===== src/rtl/mem_bus_arbiter.sv =====
// Two-port round-robin arbiter for the single CPU memory port.
// One outstanding transaction, attributes registered at grant, watchdog abort on missing ack.
module mem_bus_arbiter #(
  parameter int ADDR_WIDTH     = 32,
  parameter int DATA_WIDTH     = 32,
  parameter int TIMEOUT_CYCLES = 64
) (
  input  logic                  clk,
  input  logic                  rst_n,
  input  logic                  m0_req,
  input  logic                  m0_we,
  input  logic [ADDR_WIDTH-1:0] m0_addr,
  input  logic [DATA_WIDTH-1:0] m0_wdata,
  output logic                  m0_ack,
  output logic                  m0_err,
  output logic [DATA_WIDTH-1:0] m0_rdata,
  input  logic                  m1_req,
  input  logic                  m1_we,
  input  logic [ADDR_WIDTH-1:0] m1_addr,
  input  logic [DATA_WIDTH-1:0] m1_wdata,
  output logic                  m1_ack,
  output logic                  m1_err,
  output logic [DATA_WIDTH-1:0] m1_rdata,
  output logic                  mem_req,
  output logic                  mem_we,
  output logic [ADDR_WIDTH-1:0] mem_addr,
  output logic [DATA_WIDTH-1:0] mem_wdata,
  input  logic [DATA_WIDTH-1:0] mem_rdata,
  input  logic                  mem_ack,
  output logic [1:0]            grant,
  output logic                  busy
);

  localparam int TW = $clog2(TIMEOUT_CYCLES + 1);
  localparam logic [TW-1:0] T_LAST = TW'(TIMEOUT_CYCLES - 1);
  localparam logic [TW-1:0] T_MAX  = TW'(TIMEOUT_CYCLES);

  typedef enum logic [1:0] {IDLE, BUSY, RELEASE} state_t;

  state_t                state, state_nxt;
  logic                  last_grant, last_grant_nxt;
  logic [TW-1:0]         timer, timer_nxt;
  logic                  mem_req_nxt, mem_we_nxt;
  logic [ADDR_WIDTH-1:0] mem_addr_nxt;
  logic [DATA_WIDTH-1:0] mem_wdata_nxt;
  logic [1:0]            grant_nxt;
  logic                  m0_ack_nxt, m0_err_nxt, m1_ack_nxt, m1_err_nxt;
  logic [DATA_WIDTH-1:0] m0_rdata_nxt, m1_rdata_nxt;
  logic                  pick1;

  assign busy = (state != IDLE);

  // Port 1 wins when it is the only requester, or on a tie when port 0 was served last.
  assign pick1 = m1_req && (!m0_req || !last_grant);

  always_comb begin
    state_nxt      = state;
    last_grant_nxt = last_grant;
    timer_nxt      = timer;
    mem_req_nxt    = mem_req;
    mem_we_nxt     = mem_we;
    mem_addr_nxt   = mem_addr;
    mem_wdata_nxt  = mem_wdata;
    grant_nxt      = grant;
    m0_ack_nxt     = 1'b0;
    m0_err_nxt     = 1'b0;
    m1_ack_nxt     = 1'b0;
    m1_err_nxt     = 1'b0;
    m0_rdata_nxt   = m0_rdata;
    m1_rdata_nxt   = m1_rdata;
    case (state)
      IDLE: begin
        if (m0_req || m1_req) begin
          mem_req_nxt    = 1'b1;
          mem_we_nxt     = pick1 ? m1_we    : m0_we;
          mem_addr_nxt   = pick1 ? m1_addr  : m0_addr;
          mem_wdata_nxt  = pick1 ? m1_wdata : m0_wdata;
          grant_nxt      = pick1 ? 2'b10 : 2'b01;
          last_grant_nxt = pick1;
          timer_nxt      = '0;
          state_nxt      = BUSY;
        end
      end
      BUSY: begin
        if (timer != T_MAX) timer_nxt = timer + 1'b1;
        // An ack arriving on the watchdog's last cycle still completes normally.
        if (mem_ack) begin
          if (grant[0]) begin
            m0_ack_nxt = 1'b1;
            if (!mem_we) m0_rdata_nxt = mem_rdata;
          end else begin
            m1_ack_nxt = 1'b1;
            if (!mem_we) m1_rdata_nxt = mem_rdata;
          end
          mem_req_nxt = 1'b0;
          state_nxt   = RELEASE;
        end else if (timer == T_LAST) begin
          m0_err_nxt  = grant[0];
          m1_err_nxt  = grant[1];
          mem_req_nxt = 1'b0;
          state_nxt   = RELEASE;
        end
      end
      RELEASE: begin
        // Wait out the ack that trails the final mem_req cycle.
        if (!mem_ack) begin
          grant_nxt = 2'b00;
          state_nxt = IDLE;
        end
      end
      default: state_nxt = IDLE;
    endcase
  end

  always_ff @(posedge clk) begin
    if (!rst_n) begin
      state      <= IDLE;
      last_grant <= 1'b1;
      timer      <= '0;
      mem_req    <= 1'b0;
      mem_we     <= 1'b0;
      mem_addr   <= '0;
      mem_wdata  <= '0;
      grant      <= 2'b00;
      m0_ack     <= 1'b0;
      m0_err     <= 1'b0;
      m1_ack     <= 1'b0;
      m1_err     <= 1'b0;
      m0_rdata   <= '0;
      m1_rdata   <= '0;
    end else begin
      state      <= state_nxt;
      last_grant <= last_grant_nxt;
      timer      <= timer_nxt;
      mem_req    <= mem_req_nxt;
      mem_we     <= mem_we_nxt;
      mem_addr   <= mem_addr_nxt;
      mem_wdata  <= mem_wdata_nxt;
      grant      <= grant_nxt;
      m0_ack     <= m0_ack_nxt;
      m0_err     <= m0_err_nxt;
      m1_ack     <= m1_ack_nxt;
      m1_err     <= m1_err_nxt;
      m0_rdata   <= m0_rdata_nxt;
      m1_rdata   <= m1_rdata_nxt;
    end
  end

endmodule


===== config.mk =====
export PLATFORM = sky130hd
export DESIGN_NAME = mem_bus_arbiter
export DESIGN_NICKNAME = d
export VERILOG_FILES = /design/src/rtl/mem_bus_arbiter.sv
export SDC_FILE = /design/constraint.sdc
export NUM_CORES = 1
export LEC_CHECK = 0
export CAP_MARGIN = 20
export CORE_ASPECT_RATIO = 0.75
export CORE_MARGIN = 2
export CORE_UTILIZATION = 40
export CTS_CLUSTER_SIZE = 28
export DETAILED_ROUTE_END_ITERATION = 12
export GPL_TIMING_DRIVEN = 0
export HOLD_SLACK_MARGIN = 0.06
export PLACE_DENSITY = 0.9
export SYNTH_ARGS = -nofsm -noshare
export SYNTH_HDL_FRONTEND = slang
export SYNTH_SLANG_ARGS = --single-unit

===== constraint.sdc =====
create_clock -name clk -period 1.9 [get_ports clk]
set_clock_uncertainty 0.15 [all_clocks]
set_input_delay 0.38 -clock clk [delete_from_list [all_inputs] [get_ports clk]]
set_output_delay 0.38 -clock clk [all_outputs]
set_load 0.05 [all_outputs]

== Yosys cells after proc, flatten, opt, wreduce, memory -nomap -nowiden ==
Index checks and enable logic that the tools add are counted.
Storage, ports and cells
  ROM bits: 0
  bits in writable memories: 0
  memories: 0
  logic and storage cells: 66
  register bits: 146
  latch bits: 0
Operators by class
  muxes and demuxes: 20
  $mul: 0
  bitwise operators: 5
  eq/ne operators: 8
  magnitude comparators: 0
  reductions and logical operators: 18
  divide/modulo/power cells: 0
  shift operators: 0
  add/subtract/negate cells: 1
Operator list (count)
  two-way mux 32 bit: 2
  AND reduction 3 bit: 5
  two-way mux 7 bit: 2
  one-hot mux 7 bit (2 select lines): 1
  two-way mux 2 bit: 6
  AND reduction 4 bit: 2
  adder 7 x 1 -> 7 bit, second input constant: 1
  == test 7 x 6 -> 1 bit, second input constant: 1
  != test 7 bit, second input constant: 1
  two-way mux 1 bit: 6
  != test 2 bit, second input constant: 3
  one-hot mux 2 bit (3 select lines): 1
  nonzero test 2 bit: 3
  NOT 1 bit: 5
  one-hot mux 2 bit (2 select lines): 1
  OR reduction 4 bit: 1
  != test 3 bit, second input constant: 1
  == test 2 x 1 -> 1 bit, second input constant: 1
  == test 2 bit, second input constant: 1
  logical NOT 1 bit: 2
  logical NOT 2 bit: 1
  logical OR 1 bit: 2
  one-hot mux 1 bit (2 select lines): 1
  AND reduction 2 bit: 1
  logical AND 1 bit: 1

== Depth between registers and ports, before layout ==
  word-level depth: 6
  depth in mapped cells: 6
  mapped depth without buffers: 5

== Least setup slack after synthesis ==
No wires, ideal clock.
  path type: reg2reg
  start point: register grant[0]
  end point: register m0_rdata[15]
  buffers on the path: 2
  required time: 1.618 ns
  data arrival time: 1.657 ns
  clock period less this slack: 1.939 ns
  library setup time: 0.132 ns
  setup slack: -0.039 ns
  stages on the path, launching flop included: 7
  path through: dfxtp_1 nand2_1 or3_1 clkbuf_1 buf_2 nand2_1 a21oi_1
Between the ends
  cells in the longest elaborated chain, start to end: 1
Ends and longest elaborated chain
  from (decl): RTL line 30  | output logic [1:0] grant,
  from (signal assigned): RTL line 139  | grant <= grant_nxt;
  AND reduction 4 bit (no line)
  to (signal assigned): RTL line 144  | m0_rdata <= m0_rdata_nxt;
  to (decl): RTL line 16  | output logic [DATA_WIDTH-1:0] m0_rdata,
No other way between the ends.
A chain may end at the register's enable or synchronous reset.

== Final worst setup path ==
  start point: register mem_addr[27]
  end point: output mem_addr[27]
RTL lines
  from (decl): RTL line 26  | output logic [ADDR_WIDTH-1:0] mem_addr,
  from (signal assigned): RTL line 137  | mem_addr <= mem_addr_nxt;
No word-level cell between the ends.

==> summary.md <==
The run finished with clean final reports. Areal power density over the cells: 930 nW/um^2. The critical path endpoint category was a primary output. The path type of the worst min-delay path is in -> reg.

In this run the mean area of a mapped cell was 7.91 um^2. The first-pass GRT wire length is 31400 um, and the pin slew with the least headroom to its limit is 0.712 ns. All-layer global routing usage: 0.257.

Proportion of power drawn by flip-flops and latches: 0.386. Worst setup path category: reg -> out. The sum of buffers and inverters on the critical path is 1, and the required time of the critical path is 1.37 ns. The via count of the first global-routing pass was 6122.

The post-route fraction of the period consumed by the critical path was 0.975; the residual DRC count was 0. The worst setup path is launched from a flop. The reported leakage power was 4.17 nW. Yosys mapped the design onto 39 distinct sky130hd cell types. The number of rows created at floorplan was 38. From left edge to right edge, the die measures 143 um.

The logs give 5790 um^2 for the post-synthesis cell area and 0.505 for the sequential element share of the synthesized area. 304 I/O pins were placed. Entering global routing, the biggest net connects 17 pins. By count the netlist is led by 265 x sky130_fd_sc_hd__nand2_1, 146 x sky130_fd_sc_hd__dfxtp_1, 74 x sky130_fd_sc_hd__a21oi_1. The worst max-slew margin expressed relative to the limit is 0.522. For the post-synth net total, the log shows 901. The synthesized flop and latch total is 146.

Buffers placed on the I/O ports in this run total 303. The fraction of final layout cells with drive strength greater than 1 came out at 0.0835. The internal power of the cells totals 5.82 mW. The run gives 0.664 as the utilization after layout. Buffers added to address setup during post-CTS repair amount to 0.

Clock-pin slew was measured on the worst setup and hold paths at 0.06 ns. Across the run, the number of max-cap violations was 0. The largest total area in the synthesized netlist belongs to sky130_fd_sc_hd__dfxtp_1. The most used flip-flop cell after synthesis is sky130_fd_sc_hd__dfxtp_1. The tools report the total number of vias as 6485. Clock tree synthesis inserted a total of 17 buffers. The tools report the fill cell instance count of the final layout as 1234. The most common cell in the synthesized netlist is sky130_fd_sc_hd__nand2_1. For the placer's final routability congestion estimate, the log shows 0.831. Yosys attributes the largest share of cell area to sky130_fd_sc_hd__dfxtp_1 51%, sky130_fd_sc_hd__nand2_1 17%, sky130_fd_sc_hd__a311oi_1 9.5%. The effective utilization at floorplan came out at 0.404. The final layout contains routed wiring with a total length of 20500 um. For the switching power, the log shows 3.02 mW. For the combinational fraction of design power, the log shows 0.256. The switching part of the total power came out at 0.341. In this run the deepest clock path goes through 2 buffers. Counting every instance in the synthesized netlist gives 732. The number of synthesis warnings is 0, and the worst slack at placement is -0.682 ns. TritonCTS built the clock tree.

The maximum fanout encountered on the critical timing path came out at 2. For the total inserted antenna cells, the log shows 0. The wire-length estimate of the detail-placed layout is 15800 um. Final-stage net count: 1222.

The number of flops mapped to enable cells by yosys was 0; the data arrival time of the worst path was 1.32 ns. The total area inside the core boundary comes to 14300 um^2. The iteration count of the initial detailed-routing pass came out at 6. Setup repair after global routing left no endpoint under its margin. The initial antenna violation count was 0; the area added between synthesis and finish was 64.2%. The design draws 8.84 mW. Across the VDD grid, the largest voltage drop is 0.000544 V.

The number of DRC markers after the initial detailed-route iteration was 372; the average wire per cell in the routed design was 16.2 um. The tools report the cell at the root of the clock tree as sky130_fd_sc_hd__clkbuf_16. Final max-slew violation count: 0. After global routing the overflow that remains totals 0. The fraction of synthesis flops using an asynchronous set or reset pin is 0. The hold violation count in the final report is 0, and the die height is 108 um. The largest stage delay on the critical path came out at 0.58 ns. The die covers 15500 um^2. The clock network power share was 0.357; the post-route worst setup slack was 0.0478 ns. The final critical-path required period was 1.85 ns. Timing would allow up to 0.540 GHz. The portion of synthesized cell area occupied by the leading cell type is 0.505. The later-pin clock latency in the skew report came out at 0.41 ns. The slowest stage of the critical path belongs to the cell sky130_fd_sc_hd__dlygate4sd2_1.

In the routed layout, each cell is associated on average with a via count of 5.12. The post-detailed-route count of antenna-violating nets came out at 0. Counting every sink on the clock net gives 146. The tightest hold path in the finished design has a slack of 0.144 ns.

Setup violations remaining at the end of the flow were counted as 0. The category of cells accounting for the largest share of critical-path delay is buffers and inverters. Final setup TNS: 0 ns. The critical path goes through dlygate4sd2_1. The tools report the deepest level of the CTS H-tree as 4.
-- through the flow --
stage / area, um^2 / cells
finish: 9500 / 1266
global route: 9500 / 1266
CTS: 9490 / 1267
detailed placement: 9070 / 1235
global placement: 9070 / 1235
floorplan: 5790 / 732
-- flip-flops by register name, indices dropped and copies added (netlist names) --
| register | flops |
|---|---|
| timer | 7 |
| m1_err | 1 |
| m0_err | 1 |
| m1_ack | 1 |
| m0_rdata | 32 |
| m0_ack | 1 |
| mem_addr | 32 |
| grant | 2 |
| mem_wdata | 32 |
| state | 2 |
| mem_req | 1 |
| mem_we | 1 |
| m1_rdata | 32 |
| last_grant | 1 |
-- layout make-up --
| cell class | count | area [um^2] | area share |
|---|---|---|---|
| clock inverters | 14 | 118 | 0.0124 |
| inverters | 7 | 26.3 | 0.00277 |
| multi-input cells | 521 | 2550 | 0.268 |
| repair buffers | 303 | 2860 | 0.301 |
| flip-flops and latches | 146 | 2930 | 0.308 |
| plain buffers | 57 | 332 | 0.0349 |
| clock buffers | 18 | 439 | 0.0462 |
| well taps | 200 | 250 | 0.0263 |
-- power groups by stage --
| stage | Combinational (mW) | Sequential [mW] | Clock (mW) |
|---|---|---|---|
| final | 2.26 | 3.41 | 3.16 |
| after CTS | 2.26 | 3.41 | 3.21 |
| after floorplan | 0.631 | 4.22 | 0 |
| after global routing | 2.40 | 3.44 | 3.37 |
| after detailed placement | 2.39 | 3.49 | 0 |
| after global placement | 2.36 | 3.48 | 0 |
-- layout by cell type, fill, tap and decap left out, types with 12 or more instances in the layout --
cell type	count
sky130_fd_sc_hd__buf_4	12
sky130_fd_sc_hd__dlygate4sd2_1	132
sky130_fd_sc_hd__a311oi_1	63
sky130_fd_sc_hd__dfxtp_1	144
sky130_fd_sc_hd__clkbuf_16	17
sky130_fd_sc_hd__buf_2	25
sky130_fd_sc_hd__a21oi_1	74
sky130_fd_sc_hd__clkdlybuf4s50_1	163
sky130_fd_sc_hd__nand2_1	265
sky130_fd_sc_hd__nor2_1	70
-- final timing paths --
path	start	end	depth (start not counted)	slack, ns
min	mem_ack	m1_err	2	0.14
max reg2reg	state[1]	m0_rdata[21]	5	0.10
min reg2reg	m1_rdata[4]	m1_rdata[4]	2	0.30
max	mem_addr[27]	mem_addr[27]	1	0.05
-- logic make-up (layout without fill, tap and decap cells) --
group                    count (synthesis)  after routing  synth area share
flip-flops                             146            146             0.505
AO/OA/AOI/OAI                          157            157             0.184
buffers and inverters                   65            399            0.0566
adder cells (fa/ha/maj)                  2              2           0.00432
AND/OR/NAND/NOR                        362            362             0.250
-- per-layer routing --
layer / vias to the layer above / track usage / share of wire
li1: 3143 / - / -
met1: 3000 / 0.330 / 0.42
met2: 309 / 0.427 / 0.48
met3: 33 / 0.0726 / 0.085
met4: 0 / 0.0707 / 0.020
met5: - / 0 / 0
-- timing repair --
action                                 CTS  global route
pin swaps                                0             1
endpoints found under the hold margin    0             0
setup endpoints to repair              267           122
hold buffers                             0             0
resized for setup                      152            26
(Power assumes the default switching activity.)
